===== src/rtl/jesd204_tx_lane_link_if.sv =====
// Lane-side signal bundle for the JESD204B TX link sequencer.
// test_ramp exists only when JESD204_TX_TEST_RAMP_EN is defined.
interface jesd204_tx_lane_link_if;
  logic         sync_n;
  logic         lmfc_edge;
  logic [111:0] cfg_octets;
  logic [31:0]  data_in;
  logic         data_ready;
  logic [31:0]  tx_data;
  logic [3:0]   tx_charisk;
  logic         scr_en;
  logic [1:0]   link_state;
`ifdef JESD204_TX_TEST_RAMP_EN
  logic         test_ramp;
`endif

  // master: upstream source / SYNC~ side; slave: the link sequencer
  modport master (
`ifdef JESD204_TX_TEST_RAMP_EN
    output test_ramp,
`endif
    output sync_n, lmfc_edge, cfg_octets, data_in,
    input  data_ready, tx_data, tx_charisk, scr_en, link_state
  );

  modport slave (
`ifdef JESD204_TX_TEST_RAMP_EN
    input  test_ramp,
`endif
    input  sync_n, lmfc_edge, cfg_octets, data_in,
    output data_ready, tx_data, tx_charisk, scr_en, link_state
  );
endinterface


===== src/rtl/jesd204_tx_lane_link.sv =====
// JESD204B TX lane link sequencer: CGS, ILAS, then scrambled user data, 4 octets/clock.
// Optional octet test ramp in DATA when JESD204_TX_TEST_RAMP_EN is defined.
//
// state | meaning
// CGS   | send /K/ until SYNC~ released and LMFC edge seen
// ILAS  | send ILAS_MULTIFRAMES multiframes of alignment sequence
// DATA  | pass user data to scrambler with scrambling enabled
module jesd204_tx_lane_link #(
  parameter int OCTETS_PER_MULTIFRAME = 32,
  parameter int ILAS_MULTIFRAMES      = 4
) (
  input logic                   clk,
  input logic                   reset,
  jesd204_tx_lane_link_if.slave link
);

  localparam int              BEATS     = OCTETS_PER_MULTIFRAME / 4;
  localparam int              BW        = $clog2(BEATS);
  localparam logic [BW-1:0]   LAST_BEAT = BW'(BEATS - 1);
  localparam logic [2:0]      LAST_MF   = 3'(ILAS_MULTIFRAMES - 1);
  localparam logic [7:0]      LAST_IDX  = 8'(OCTETS_PER_MULTIFRAME - 1);
  localparam logic [31:0]     K_WORD    = 32'hBCBC_BCBC;

  typedef enum logic [1:0] {
    CGS  = 2'd0,
    ILAS = 2'd1,
    DATA = 2'd2
  } state_t;

  state_t        state;
  logic [BW-1:0] beat;
  logic [2:0]    mf;
  logic [7:0]    cfg_arr [16];
  logic [31:0]   ilas_data;
  logic [3:0]    ilas_k;
  logic [31:0]   data_word;

  always_comb begin
    for (int c = 0; c < 16; c++) begin
      cfg_arr[c] = (c < 14) ? link.cfg_octets[8*c +: 8] : 8'h00;
    end
  end

  always_comb begin
    logic [7:0] idx;
    logic [7:0] oct;
    logic       kch;
    ilas_data = '0;
    ilas_k    = '0;
    idx       = '0;
    oct       = '0;
    kch       = 1'b0;
    for (int n = 0; n < 4; n++) begin
      idx = 8'({beat, 2'b00}) + 8'(n);
      oct = idx;
      kch = 1'b0;
      if (idx == 8'd0) begin
        oct = 8'h1C;
        kch = 1'b1;
      end else if (idx == LAST_IDX) begin
        oct = 8'h7C;
        kch = 1'b1;
      end else if (mf == 3'd1 && idx == 8'd1) begin
        oct = 8'h9C;
        kch = 1'b1;
      end else if (mf == 3'd1 && idx >= 8'd2 && idx <= 8'd15) begin
        oct = cfg_arr[4'(idx - 8'd2)];
      end
      ilas_data[8*n +: 8] = oct;
      ilas_k[n]           = kch;
    end
  end

`ifdef JESD204_TX_TEST_RAMP_EN
  logic [7:0] ramp_cnt;

  always_comb begin
    data_word = link.data_in;
    if (link.test_ramp) begin
      data_word = {ramp_cnt + 8'd3, ramp_cnt + 8'd2, ramp_cnt + 8'd1, ramp_cnt};
    end
  end
`else
  assign data_word = link.data_in;
`endif

  assign link.data_ready = (state == DATA);
  assign link.link_state = state;

  // Outputs default to /K/ so any exit to CGS (resync) sends /K/ on the next cycle.
  always_ff @(posedge clk or posedge reset) begin
    if (reset) begin
      state           <= CGS;
      beat            <= '0;
      mf              <= '0;
      link.tx_data    <= K_WORD;
      link.tx_charisk <= 4'hF;
      link.scr_en     <= 1'b0;
`ifdef JESD204_TX_TEST_RAMP_EN
      ramp_cnt        <= '0;
`endif
    end else begin
      link.tx_data    <= K_WORD;
      link.tx_charisk <= 4'hF;
      link.scr_en     <= 1'b0;
      case (state)
        CGS: begin
          beat <= '0;
          mf   <= '0;
          if (link.sync_n && link.lmfc_edge) begin
            state <= ILAS;
          end
        end
        ILAS: begin
          if (!link.sync_n) begin
            state <= CGS;
            beat  <= '0;
            mf    <= '0;
          end else begin
            link.tx_data    <= ilas_data;
            link.tx_charisk <= ilas_k;
            if (beat == LAST_BEAT) begin
              beat <= '0;
              if (mf == LAST_MF) begin
                state <= DATA;
                mf    <= '0;
`ifdef JESD204_TX_TEST_RAMP_EN
                ramp_cnt <= '0;
`endif
              end else begin
                mf <= mf + 3'd1;
              end
            end else begin
              beat <= beat + 1'b1;
            end
          end
        end
        DATA: begin
          if (!link.sync_n) begin
            state <= CGS;
            beat  <= '0;
            mf    <= '0;
          end else begin
            link.tx_data    <= data_word;
            link.tx_charisk <= 4'h0;
            link.scr_en     <= 1'b1;
`ifdef JESD204_TX_TEST_RAMP_EN
            if (link.test_ramp) begin
              ramp_cnt <= ramp_cnt + 8'd4;
            end
`endif
          end
        end
        default: state <= CGS;
      endcase
    end
  end

endmodule


===== src/flat_wrapper.sv =====
// flat-port wrapper written by rule: the top's interface ports become plain ports
module jesd204_tx_lane_link_flat 
#(
  parameter int OCTETS_PER_MULTIFRAME = 32,
  parameter int ILAS_MULTIFRAMES      = 4
)
  (clk, reset, link_sync_n, link_lmfc_edge, link_cfg_octets, link_data_in, link_data_ready, link_tx_data, link_tx_charisk, link_scr_en, link_link_state);
  jesd204_tx_lane_link_if link_i ();
  input logic clk;
  input logic reset;
  input wire logic [$bits(link_i.sync_n)-1:0] link_sync_n;
  input wire logic [$bits(link_i.lmfc_edge)-1:0] link_lmfc_edge;
  input wire logic [$bits(link_i.cfg_octets)-1:0] link_cfg_octets;
  input wire logic [$bits(link_i.data_in)-1:0] link_data_in;
  output wire logic [$bits(link_i.data_ready)-1:0] link_data_ready;
  output wire logic [$bits(link_i.tx_data)-1:0] link_tx_data;
  output wire logic [$bits(link_i.tx_charisk)-1:0] link_tx_charisk;
  output wire logic [$bits(link_i.scr_en)-1:0] link_scr_en;
  output wire logic [$bits(link_i.link_state)-1:0] link_link_state;
  assign link_i.sync_n = link_sync_n;
  assign link_i.lmfc_edge = link_lmfc_edge;
  assign link_i.cfg_octets = link_cfg_octets;
  assign link_i.data_in = link_data_in;
  assign link_data_ready = link_i.data_ready;
  assign link_tx_data = link_i.tx_data;
  assign link_tx_charisk = link_i.tx_charisk;
  assign link_scr_en = link_i.scr_en;
  assign link_link_state = link_i.link_state;
  jesd204_tx_lane_link #(.OCTETS_PER_MULTIFRAME(OCTETS_PER_MULTIFRAME), .ILAS_MULTIFRAMES(ILAS_MULTIFRAMES)) u_core (.clk(clk), .reset(reset), .link(link_i));
endmodule

===== config.mk =====
export PLATFORM = sky130hd
export DESIGN_NAME = jesd204_tx_lane_link_flat
export DESIGN_NICKNAME = d
export VERILOG_FILES = /design/src/rtl/jesd204_tx_lane_link_if.sv /design/src/rtl/jesd204_tx_lane_link.sv /design/src/flat_wrapper.sv
export SDC_FILE = /design/constraint.sdc
export NUM_CORES = 1
export LEC_CHECK = 0
export ABC_CLOCK_PERIOD_IN_PS = 7350
export CAP_MARGIN = 10
export CORE_MARGIN = 2
export CORE_UTILIZATION = 41
export CTS_BUF_LIST = sky130_fd_sc_hd__clkbuf_8
export CTS_CLUSTER_DIAMETER = 60
export CTS_CLUSTER_SIZE = 28
export DETAILED_ROUTE_END_ITERATION = 10
export GPL_TIMING_DRIVEN = 0
export PLACE_DENSITY = 0.95
export REMOVE_ABC_BUFFERS = 1
export SYNTH_ARGS = -nofsm -noshare
export SYNTH_HDL_FRONTEND = slang
export SYNTH_SLANG_ARGS = --single-unit

===== constraint.sdc =====
create_clock -name clk -period 7.35 [get_ports clk]
set_input_delay 1.1025 -clock clk [delete_from_list [all_inputs] [get_ports clk]]
set_output_delay 1.1025 -clock clk [all_outputs]
set_load 0.1 [all_outputs]

==> After elaboration in Yosys (flattened, before gate mapping) <==
Index checks and enable logic that the tools add are counted.
{ "word_totals": {"ff_bits": 45, "in_bits": 148, "output_inout_bits": 40, "elab_cells": 125} }
{ "classes": {"n_addsub": 9, "magnitude_cmp": 12, "eq_ne": 15, "muxes": 58, "n_bitwise": 4, "reduce_logical": 21} }
{ "op_table": {"columns": ["op", "count"], "rows": [
  ["two-way mux 8 bit", 22],
  ["binary-select mux 8 bit (select 4 bit)", 4],
  ["two-way mux 32 bit", 2],
  ["case mux 32 bit (2 select lines)", 1],
  ["logical NOT 8 bit", 4],
  ["greater-or-equal comparator 5 bit (second input constant)", 4],
  ["inverter 4 -> 5 bit", 4],
  ["equality test 6 x 1 -> 1 bit (second input constant)", 3],
  ["equality test 6 x 5 -> 1 bit (second input constant)", 3],
  ["greater-or-equal comparator 6 x 2 -> 1 bit (second input constant)", 3],
  ["less-or-equal comparator 6 x 4 -> 1 bit (second input constant)", 3],
  ["two-way mux 3 bit", 6],
  ["case mux 3 bit (3 select lines)", 2],
  ["subtractor 4 x 2 -> 4 bit (second input constant)", 4],
  ["adder 5 x 2 -> 6 bit (second input constant)", 2],
  ["logical AND 1 bit", 12],
  ["two-way mux 1 bit", 12],
  ["two-way mux 2 bit", 5],
  ["two-way mux 4 bit", 2],
  ["case mux 4 bit (2 select lines)", 1],
  ["adder 3 x 1 -> 3 bit (second input constant)", 2],
  ["adder 5 x 1 -> 6 bit (second input constant)", 1],
  ["!= test 3 x 2 -> 1 bit (second input constant)", 2],
  ["case mux 2 bit (3 select lines)", 1],
  ["14 further kinds", 14]
]} }

==> Logic depth before layout (Yosys ltp) <==
{ "logic_depth": {"depth_word": 12, "mapped_depth": 10} }

==> Least setup slack after synthesis <==
No wires, ideal clock.
{ "synth_timing": {"path_type": "register -> output", "startpoint": "register u_core.state[1] (netlist: u_core.link.link_state[1])", "endpoint": "output link_data_ready", "t_arrival_ns": 1.960, "required_time_ns": 6.247, "setup_slack_ns": 4.287, "path_stages_with_launch": 2, "path_buffers": 0, "path_cell_list": "dfrtp_1 ha_1"} }
{ "synth_between": {"elab_chain_cells": 1} }
{ "synth_lines": {"columns": ["item", "line_no", "text"], "rows": [
  ["start, declared", "jesd204_tx_lane_link.sv:30", "state_t state;"],
  ["start signal, assigned", "jesd204_tx_lane_link.sv:93", "state <= CGS;"],
  ["start signal, assigned", "jesd204_tx_lane_link.sv:111", "state <= ILAS;"],
  ["start signal, assigned", "jesd204_tx_lane_link.sv:116", "state <= CGS;"],
  ["equality test 2 bit", "jesd204_tx_lane_link.sv:87", "assign link.data_ready = (state == DATA);"],
  ["end, declared", "flat_wrapper.sv:15", "output wire logic [$bits(link_i.data_ready)-1:0] link_data_ready;"]
]} }
No other way between the ends.

==> Worst setup path in the final report <==
{ "layout_timing": {"startpoint": "register u_core.beat[0]", "endpoint": "register u_core.link.tx_data[8]"} }
{ "layout_between": {"elab_chain_cells": 12, "word_cells_on_any_way": 20, "classes_between": "2 x add/sub; 2 x order compare; 2 x eq/ne; 9 x mux; 1 x bitwise; 4 x reduce/logical"} }
{ "layout_lines": {"columns": ["item", "line_no", "text"], "rows": [
  ["start, declared", "jesd204_tx_lane_link.sv:31", "logic [BW-1:0] beat;"],
  ["start signal, assigned", "jesd204_tx_lane_link.sv:134", "beat <= beat + 1'b1;"],
  ["adder 5 x 1 -> 6 bit *", "jesd204_tx_lane_link.sv:54", "idx = 8'({beat, 2'b00}) + 8'(n);"],
  ["subtractor 4 x 2 -> 4 bit", "jesd204_tx_lane_link.sv:67", "oct = cfg_arr[4'(idx - 8'd2)];"],
  ["inverter 4 -> 5 bit (implied by the code)", "jesd204_tx_lane_link.sv:67", null],
  ["binary-select mux 8 bit (select 4 bit)", "jesd204_tx_lane_link.sv:67", null],
  ["two-way mux 8 bit (implied by the code) (2 in a row)", "jesd204_tx_lane_link.sv:67", null],
  ["two-way mux 8 bit", "jesd204_tx_lane_link.sv:66", "end else if (mf == 3'd1 && idx >= 8'd2 && idx <= 8'd15) begin"],
  ["two-way mux 8 bit", "jesd204_tx_lane_link.sv:63", "end else if (mf == 3'd1 && idx == 8'd1) begin"],
  ["two-way mux 8 bit", "jesd204_tx_lane_link.sv:60", "end else if (idx == LAST_IDX) begin"],
  ["two-way mux 8 bit *", "jesd204_tx_lane_link.sv:57", "if (idx == 8'd0) begin"],
  ["two-way mux 32 bit *", "jesd204_tx_lane_link.sv:115", "if (!link.sync_n) begin"],
  ["case mux 32 bit (2 select lines) *", "jesd204_tx_lane_link.sv:106", "case (state)"],
  ["end signal, assigned", "jesd204_tx_lane_link.sv:120", "link.tx_data <= ilas_data;"],
  ["end signal, assigned", "jesd204_tx_lane_link.sv:144", "link.tx_data <= data_word;"],
  ["end, declared", "jesd204_tx_lane_link_if.sv:31", "output data_ready, tx_data, tx_charisk, scr_en, link_state"]
]} }
Mark *: on every way between the ends. The rest lies on a longest branch, timed or not. The select of a mux whose other input is x is not followed.
A chain may end at the register's enable or synchronous reset.

==> flow_summary.ini <==
[worst_setup_path]
ff2ff_setup_slack_ns = 3.07
timing.rr.end = u_core.link.tx_data[8]
crit_path_start_kind = register
arrival_ns = 4.51
critPathCaptureType = register
r2r-start = u_core.beat[0]
critPathMaxFanout = 37
r2r_cells = 6
worst-endpoint-required_ns = 7.59
crit_type = reg2reg

[yosys]
synth-main-ff-cell = dfstp_2
synth.distinct_cells = 51
synth_warnings = 0
ys_ff_latch = 45
yosysTopAreaCell = dfstp_2
synth_edf_count = 0
ys_top_cells_by_area = dfstp_2 22%, dfrtp_1 18%, mux4_2 10%, mux2i_1 4.1%, o21ai_0 3.9%
postSynthAreaPerCell_um2 = 10.4
synth_seq_area_share_pct = 39.4
syn_area_um2 = 2930
yosys-top-cells-count = 28 x nand2_1, 24 x dfstp_2, 23 x o21ai_0, 21 x dfrtp_1
synth-async-reset-ratio_pct = 100
synthCells = 282
yosysMostFrequentCell = nand2_1
yosysTopAreaCellShare_pct = 21.5

[routing]
vias = 3027
wl_per_cell_um = 18.7
post-route-drc-count = 0
ant_nets = 0
wl_um = 10200
drt_iter0_markers = 104
dr.pass1.iters = 4
post_drt_via_cell_ratio = 5.52

[cells_and_area]
fillCellCount = 505
final_area_um2 = 4890
seqCellArea_um2 = 1160
drive_gt1_share_pct = 13.7
n_antenna_cell = 0
multi_input_area_um2 = 1610
syn_to_final_growth_pct = 66.7
layout.nets = 608

[timing]
clock.fmax_ghz = 0.234
slew_violations = 0
rsz0062_at_grt = no
worstMarginPinSlew_ns = 1.21
fin_crit_sh_pct = 58.2
slew-limit-headroom_pct = 19.3
finalSetupViolations = 0
fin_crit_ns = 4.28
finalSetupTns_ns = 0
hold_violations = 0
fin_skew_ns = 0.00968

[cts]
cts_hold_buf = 0
cts_buffers = 5
cts_setup_buffers = 0
clockBufferDepth = 2
ctsResizeCount = 0
cts_sinks = 45
clock_latency_ns = 0.30
htree_levels = 2
clkTransAtPathRegs_ns = 0.09
cts-root-buf = clkbuf_8
cts_tree = built

[floorplan]
core_um2 = 6870
io_pins = 188
die_w_um = 88.6
rows = 30
initial_core_util_pct = 42.7
dieArea_um2 = 7850
die_h_um = 88.6

[worst_hold_path]
hold_end = u_core.mf[1]
hold_depth = 2
min_path_type = reg2reg
hold_start = u_core.mf[1]

[power]
vdd_drop_max_uv = 226
powerDensity_nw_per_um2 = 380
p_leak_uw = 0.00185

[grt]
grt_usage_pct = 25.7
grt-ovfl-total = 0
antenna_found_initial = 0
first_global_vias = 3135
grt_max_degree = 46
grt_pass1_wl_um = 15400

[flow_run]
maxCapViolCount = 0

[placement]
gp_congestion = 0.877
portBuffers = 187
place_hpwl_um = 7670
placed_cell_area_um2 = 4800

[status]
outcome = complete, no violations
==> critical path, stage by stage (launching register included) <==
cell	delay, ns
dfrtp_2	1.01
clkinv_1	0.53
ha_1	1.06
nor2b_1	0.92
a22oi_1	0.27
o21ai_0	0.22
o211a_1	0.17
==> routing by layer <==
| layer | share of wire [%] | wire [µm] | track usage (%) |
|---|---|---|---|
| met5 | 0 | 0 | 0 |
| met2 | 53 | 5410 | 46.8 |
| met1 | 36 | 3720 | 30.6 |
| met3 | 10 | 1020 | 6.53 |
| met4 | 0.67 | 68 | 5.37 |
==> stage by stage <==
step | worst slack, ns | std cells | total power [µW] | utilization, % | hold slack, ns
after floorplan | 3.67 | 257 | 1360 | - | 0.474
after CTS | 3.10 | 548 | 1860 | 71.2 | 0.538
after global placement | 2.40 | 540 | 1670 | 69.7 | 0.499
after global routing | 2.75 | 548 | 1940 | 71.2 | 0.589
final | 3.07 | 548 | 1860 | 71.2 | 0.530
after detailed placement | 3.14 | 540 | 1700 | 69.8 | 0.518
==> cell usage in the layout (no fill, tap or decap), types with 7 or more instances in the layout <==
cell type        count
clkdlybuf4s50_1    187
nand2_1             28
dfstp_2             24
o21ai_0             22
dfrtp_1             20
a21oi_1             13
mux4_2              13
nor2_1              12
mux2i_1             12
a221o_1             10
mux2_2              10
nand3_1              9
ha_1                 9
inv_1                8
a22oi_1              7
==> cell type report <==
type,count,share of cell area (%)
clock inverter,2,0.179
timing repair buffer,187,38.3
sequential,45,23.7
multi-input combinational,202,32.9
clock buffer,6,1.69
tap,96,2.46
inverter,10,0.768
==> sequential cells by signal, indices dropped and copies added (netlist names) <==
register and cells:
u_core.link.tx_charisk 4, u_core.link.scr_en 1, u_core.beat 3, u_core.link.tx_data 32, u_core.mf 3, u_core.link.link_state 2
==> power breakdown <==
part           leakage [µW]  switching, µW  internal (µW)
sequential         0.000541           56.3            369
clock             0.0000486           90.2           74.8
combinational       0.00126            872            395
total               0.00185           1020            839
==> logic make-up after synthesis <==
group	Yosys count	share of synthesized area, %
compound gates	86	20.6
buf+inv	35	5.84
fa+ha+maj	9	3.84
mux	35	17.9
flops	45	39.4
simple gates	72	12.4
==> worst max path at each step <==
stage	startpoint	endpoint	slack, ns	cells after the start
4_1_cts	u_core.beat[0]	u_core.link.tx_data[8]	3.10	6
6_report	u_core.beat[0]	u_core.link.tx_data[8]	3.07	6
2_1_floorplan	u_core.beat[0]	u_core.link.tx_data[12]	3.67	6
3_3_place_gp	u_core.beat[0]	u_core.link.tx_data[12]	2.40	6
5_1_grt	u_core.beat[0]	u_core.link.tx_data[8]	2.75	6
3_5_place_dp	u_core.beat[0]	u_core.link.tx_data[8]	3.14	6
No activity file was read; power rests on OpenSTA's default activity.
